===== config.mk =====
export PLATFORM = sky130hd
export DESIGN_NAME = omsp_status_reg
export DESIGN_NICKNAME = d
export VERILOG_FILES = /design/src/rtl/omsp_status_reg_pkg.sv /design/src/rtl/omsp_lpm_fsm.sv /design/src/rtl/omsp_status_reg.sv
export SDC_FILE = /design/constraint.sdc
export NUM_CORES = 1
export LEC_CHECK = 0
export BUFFER_PORTS_ARGS = -buffer_cell sky130_fd_sc_hd__buf_2
export CAP_MARGIN = 40
export CORE_MARGIN = 5
export CORE_UTILIZATION = 33
export CTS_CLUSTER_DIAMETER = 80
export DETAILED_ROUTE_END_ITERATION = 6
export PLACE_DENSITY_LB_ADDON = 0.08
export SLEW_MARGIN = 20
export SYNTH_ARGS = -nofsm -noshare
export SYNTH_HDL_FRONTEND = slang
export SYNTH_HIERARCHICAL = 1
export SYNTH_SLANG_ARGS = --single-unit

===== constraint.sdc =====
create_clock -name mclk -period 1.62 [get_ports mclk]
set_clock_uncertainty 0.2 [all_clocks]
set_input_delay 0 -clock mclk [delete_from_list [all_inputs] [get_ports mclk]]
set_output_delay 0 -clock mclk [all_outputs]
set_load 0.01 [all_outputs]

===== src/rtl/omsp_status_reg_pkg.sv =====
// Shared definitions for the R2 status register: SR bit positions,
// write/retention masks and the low-power-mode handshake state encoding.
package omsp_status_reg_pkg;

  localparam int unsigned SR_C      = 0;
  localparam int unsigned SR_Z      = 1;
  localparam int unsigned SR_N      = 2;
  localparam int unsigned SR_GIE    = 3;
  localparam int unsigned SR_CPUOFF = 4;
  localparam int unsigned SR_OSCOFF = 5;
  localparam int unsigned SR_SCG0   = 6;
  localparam int unsigned SR_SCG1   = 7;
  localparam int unsigned SR_V      = 8;

  // Architected bits 8:0 are always writable; reserved bits 15:9 are
  // writable only where the instance mask enables them.
  localparam logic [15:0] SR_ARCH_WMASK = 16'h01FF;
  localparam logic [15:0] SR_RSVD_BITS  = 16'hFE00;

  // Interrupt entry keeps only SCG0.
  localparam logic [15:0] SR_IRQ_KEEP   = 16'h0040;

  typedef enum logic [1:0] {
    LPM_RUN   = 2'b00,
    LPM_REQ   = 2'b01,
    LPM_SLEEP = 2'b10,
    LPM_EXIT  = 2'b11
  } lpm_state_e;

  // {V,N,Z,C} view of a full SR value.
  function automatic logic [3:0] sr_flags(input logic [15:0] sr_val);
    return {sr_val[SR_V], sr_val[SR_N], sr_val[SR_Z], sr_val[SR_C]};
  endfunction

endpackage


===== src/rtl/omsp_lpm_fsm.sv =====
// Low-power-mode request/acknowledge sequencer between the CPU and the
// clock module. Outputs are decoded from the state register only.
module omsp_lpm_fsm
  import omsp_status_reg_pkg::*;
#(
  parameter bit LPM_EN = 1'b1
) (
  input  logic mclk,
  input  logic puc_rst,
  input  logic cpu_off,
  input  logic dbg_halt_st,
  input  logic wake,
  input  logic lpm_ack,
  output logic lpm_req,
  output logic cpu_en
);

  lpm_state_e state_q;
  lpm_state_e state_d;

  // State register with synchronous reset back to RUN.
  always_ff @(posedge mclk) begin
    if (puc_rst) begin
      state_q <= LPM_RUN;
    end else begin
      state_q <= state_d;
    end
  end

  // Next-state: a wake seen while still waiting for the ack wins over the
  // ack, so REQ and SLEEP both leave through EXIT.
  always_comb begin
    state_d = state_q;
    unique case (state_q)
      LPM_RUN: begin
        if (cpu_off && !dbg_halt_st && !wake) state_d = LPM_REQ;
      end
      LPM_REQ: begin
        if (wake)         state_d = LPM_EXIT;
        else if (lpm_ack) state_d = LPM_SLEEP;
      end
      LPM_SLEEP: begin
        if (wake) state_d = LPM_EXIT;
      end
      LPM_EXIT: begin
        if (!lpm_ack) state_d = LPM_RUN;
      end
      default: state_d = LPM_RUN;
    endcase
    if (!LPM_EN) state_d = LPM_RUN;
  end

  // Output decode from the current state.
  always_comb begin
    cpu_en  = (state_q == LPM_RUN);
    lpm_req = (state_q == LPM_REQ) || (state_q == LPM_SLEEP);
  end

endmodule


===== src/rtl/omsp_status_reg.sv =====
// R2 status register: flag/control storage with irq-entry, register-file
// and ALU update priority, plus the LPM handshake driven from CPUOFF.
module omsp_status_reg
  import omsp_status_reg_pkg::*;
#(
  parameter bit          LPM_EN       = 1'b1,
  parameter logic [15:0] SR_RSVD_MASK = 16'h0000
) (
  input  logic        mclk,
  input  logic        puc_rst,
  input  logic [3:0]  alu_stat,
  input  logic [3:0]  alu_stat_wr,
  input  logic        sr_wr,
  input  logic [15:0] sr_wdata,
  input  logic        irq_entry,
  input  logic        irq_pnd,
  input  logic        nmi_pnd,
  input  logic        dbg_halt_st,
  input  logic        dbg_wake,
  input  logic        lpm_ack,
  output logic [3:0]  status,
  output logic [15:0] sr,
  output logic        gie,
  output logic        cpu_off,
  output logic        osc_off,
  output logic        scg0,
  output logic        scg1,
  output logic        lpm_req,
  output logic        cpu_en
);

  localparam logic [15:0] SR_WMASK = SR_ARCH_WMASK | (SR_RSVD_MASK & SR_RSVD_BITS);

  logic [15:0] sr_q;
  logic [15:0] sr_d;
  logic        wake;

  // Priority mux: irq entry, then full register write, then per-flag ALU writes.
  always_comb begin
    sr_d = sr_q;
    if (irq_entry) begin
      sr_d = sr_q & SR_IRQ_KEEP;
    end else if (sr_wr) begin
      sr_d = sr_wdata & SR_WMASK;
    end else begin
      if (alu_stat_wr[0]) sr_d[SR_C] = alu_stat[0];
      if (alu_stat_wr[1]) sr_d[SR_Z] = alu_stat[1];
      if (alu_stat_wr[2]) sr_d[SR_N] = alu_stat[2];
      if (alu_stat_wr[3]) sr_d[SR_V] = alu_stat[3];
    end
  end

  // SR storage; writes become visible the following cycle.
  always_ff @(posedge mclk) begin
    if (puc_rst) begin
      sr_q <= '0;
    end else begin
      sr_q <= sr_d;
    end
  end

  assign wake = (irq_pnd & sr_q[SR_GIE]) | nmi_pnd | dbg_wake;

  omsp_lpm_fsm #(
    .LPM_EN (LPM_EN)
  ) u_lpm_fsm (
    .mclk        (mclk),
    .puc_rst     (puc_rst),
    .cpu_off     (sr_q[SR_CPUOFF]),
    .dbg_halt_st (dbg_halt_st),
    .wake        (wake),
    .lpm_ack     (lpm_ack),
    .lpm_req     (lpm_req),
    .cpu_en      (cpu_en)
  );

  // Readback and decoded control bits.
  always_comb begin
    sr      = sr_q;
    status  = sr_flags(sr_q);
    gie     = sr_q[SR_GIE];
    cpu_off = sr_q[SR_CPUOFF];
    osc_off = sr_q[SR_OSCOFF];
    scg0    = sr_q[SR_SCG0];
    scg1    = sr_q[SR_SCG1];
  end

endmodule


==> flow_metrics.py <==
metrics = {
    "floorplan": {
        "die_x_um": 56.2,
        "coreArea_um2": 2000,
        "io-pin-count": 60,
        "initial_utilization_pct": 35.1,
        "row_count": 16,
        "die_area_um2": 3150,
        "fp.dieH_um": 56.2,
    },
    "status": {
        "violations": "hold timing",
        "status": "finished with violations",
    },
    "route": {
        "drt-wirelength-per-cell_um": 10.9,
        "vias": 709,
        "drt_pass1_iterations": 4,
        "wl_um": 1830,
        "drtIter0Drc": 18,
        "drc": 0,
        "detail-route-antenna-nets": 0,
        "vias_per_cell": 4.22,
    },
    "setup_path": {
        "worstPathMaxFanout": 4,
        "crit_type": "reg2reg",
        "crit_start": "u_lpm_fsm/state_q[1]",
        "r2r_end": "u_lpm_fsm/state_q[0]",
        "worstPathRequired_ns": 1.59,
        "cp-start-kind": "flop",
        "ff2ff_setup_slack_ns": 0.007,
        "critPathArrivalTime_ns": 1.58,
        "cp-end-kind": "flop",
        "r2r_start": "u_lpm_fsm/state_q[1]",
        "worst-r2r-cell-count": 6,
    },
    "clocking": {
        "clock-sinks": 11,
        "cts_buffer_depth": 2,
        "htree_levels": 1,
        "path_clk_slew_ns": 0.07,
        "cts_root_buf": "clkbuf_4",
        "clk_latency_ns": 0.26,
        "numCtsBuffers": 3,
        "cts_tree": "built",
    },
    "synthesis": {
        "ys_ff_latch": 11,
        "synthCells": 74,
        "synth_area_per_cell_um2": 9.50,
        "yosysWarnings": 6,
        "yosysUniqueCellTypes": 22,
        "ys_seq_area_share_pct": 31.3,
        "syn_area_um2": 703,
    },
    "sta": {
        "drv_slew": 0,
        "finalCritPeriodShare_pct": 99.6,
        "whs_ns": -0.0380,
        "setup_viol_count_final": 0,
        "hold_viol_final": 3,
        "max_freq_mhz": 620,
        "period_minus_slack_ns": 1.61,
        "rsz0062_at_grt": "yes",
    },
    "pwr": {
        "p_leak_nw": 0.614,
        "power_density_nw_per_um2": 650,
        "ir_drop_mv": 0.461,
    },
    "min_path": {
        "min_path_type": "in2reg",
        "min_from": "sr_wr",
        "holdPathEnd": "sr[0]",
        "whs_path_depth": 3,
    },
    "global_route": {
        "overflow": 0,
        "grt_pass1_wl_um": 2840,
        "grtUsageTotal_pct": 10.9,
        "grt_pass1_vias": 684,
        "grt_max_degree": 10,
        "antenna_found_initial": 0,
    },
    "layout": {
        "syn_to_final_growth_pct": 68.1,
        "design_area_um2": 1180,
        "nets": 179,
        "fin_cells": 168,
        "drive_gt1_share_pct": 44.7,
        "antenna_cells": 0,
    },
    "placement": {
        "placed_area_um2": 872,
        "place_inst": 137,
        "dp_hpwl_um": 1240,
        "gp_congestion": 0.718,
        "io_buffers": 45,
    },
    "flow_run": {
        "drv_cap": 0,
    },
}
## per-stage QoR
step	TNS [ns]	utilization (%)	power [mW]	worst slack [ns]
floorplan	0	-	0.460	0.0303
CTS	0	56.6	0.762	0.0109
global route	-0.110	59.1	0.823	-0.0726
detailed placement	-0.0124	43.6	0.522	-0.0124
finish	0	59.1	0.769	0.00651
global placement	-0.0572	43.6	0.522	-0.0323
## critical path, cell delays in order (launching register included)
cell,delay (ns)
dfxtp_2,0.36
inv_2,0.06
ha_4,0.15
nor3b_1,0.12
a221o_1,0.29
a2111o_1,0.28
o31ai_1,0.06
## power breakdown
group	total, mW	switching, mW	internal (mW)
combinational	0.272	0.116	0.156
sequential	0.311	0.0194	0.292
clock	0.186	0.0910	0.0950
## how the worst max path moves through the flow
stage	slack (ns)	end	depth (start not counted)
after floorplan	0.03	u_lpm_fsm/state_q[0]	5
after global placement	-0.03	u_lpm_fsm/state_q[0]	5
after detailed placement	-0.01	u_lpm_fsm/state_q[0]	5
after CTS	0.01	u_lpm_fsm/state_q[0]	5
after global routing	-0.07	u_lpm_fsm/state_q[0]	6
final	0.007	u_lpm_fsm/state_q[0]	6
## state kept, by name (all words and copies together), names as in the netlist
signal,count
sr,9
u_lpm_fsm/state_q,2
## per-layer routing
metal / up-vias / GRT usage [%] / share of wire (%)
met5: - / 0 / 0
li1: 359 / - / -
met1: 315 / 12.5 / 42
met2: 33 / 18.9 / 48
met4: 0 / 2.03 / 0.71
met3: 2 / 4.87 / 9.7
## synthesized netlist by cell type
library cell | count | area share [%]
buf_4 | 16 | 17
dfxtp_1 | 11 | 31
mux2i_1 | 10 | 14
nor2_1 | 10 | 5.3
ha_1 | 4 | 7.1
mux2_2 | 4 | 6.4
inv_1 | 3 | 1.6
nand2b_1 | 2 | 1.8
a2111o_1 | 1 | 1.6
a211o_1 | 1 | 1.2
a211oi_1 | 1 | 1.1
a21oi_2 | 1 | 1.2
a221o_1 | 1 | 1.4
and2b_1 | 1 | 1.1
and3_2 | 1 | 1.1
buf_2 | 1 | 0.71
buf_6 | 1 | 1.6
conb_1 | 1 | 0.53
nand2_1 | 1 | 0.53
nor3b_1 | 1 | 1.1
o31ai_1 | 1 | 1.1
or2_1 | 1 | 0.89
## area by class of cell
cell class,instances,area [um^2]
fillers,179,820
repair buffers,75,515
multi-input cells,48,370
flip-flops and latches,11,225
well taps,27,33.8
clock buffers,4,26.3
inverters,3,11.3
## kinds of logic (layout without fill, tap and decap cells)
kind of cell	count (synthesis)	in the layout	share of synthesized area [%]
buffers and inverters	21	82	21.0
and+or+nand+nor	17	17	11.7
muxes	14	14	20.6
DFF	11	11	31.3
AOI/OAI and AO/OA	6	6	7.65
adders and majority gates	4	4	7.12
other	1	7	0.533
## timing repair
| action | in CTS | in global routing |
|---|---|---|
| resized for setup | 3 | 3 |
| endpoints found under the setup margin | 2 | 5 |
| endpoints found under the hold margin | 11 | 3 |
| hold buffers | 23 | 6 |
| setup buffers | 0 | 1 |
## layout by cell type (no fill, tap or decap), types with 2 or more instances in the layout
cell type      instances
clkbuf_4               3
dfxtp_1                9
buf_2                 45
mux2_2                 4
nor2_1                10
nand2b_1               2
ha_1                   3
dlygate4sd3_1         26
mux2i_1               10
buf_4                  4
conb_1                 7
inv_2                  2
Note: power is estimated with default switching activity, not from simulation.
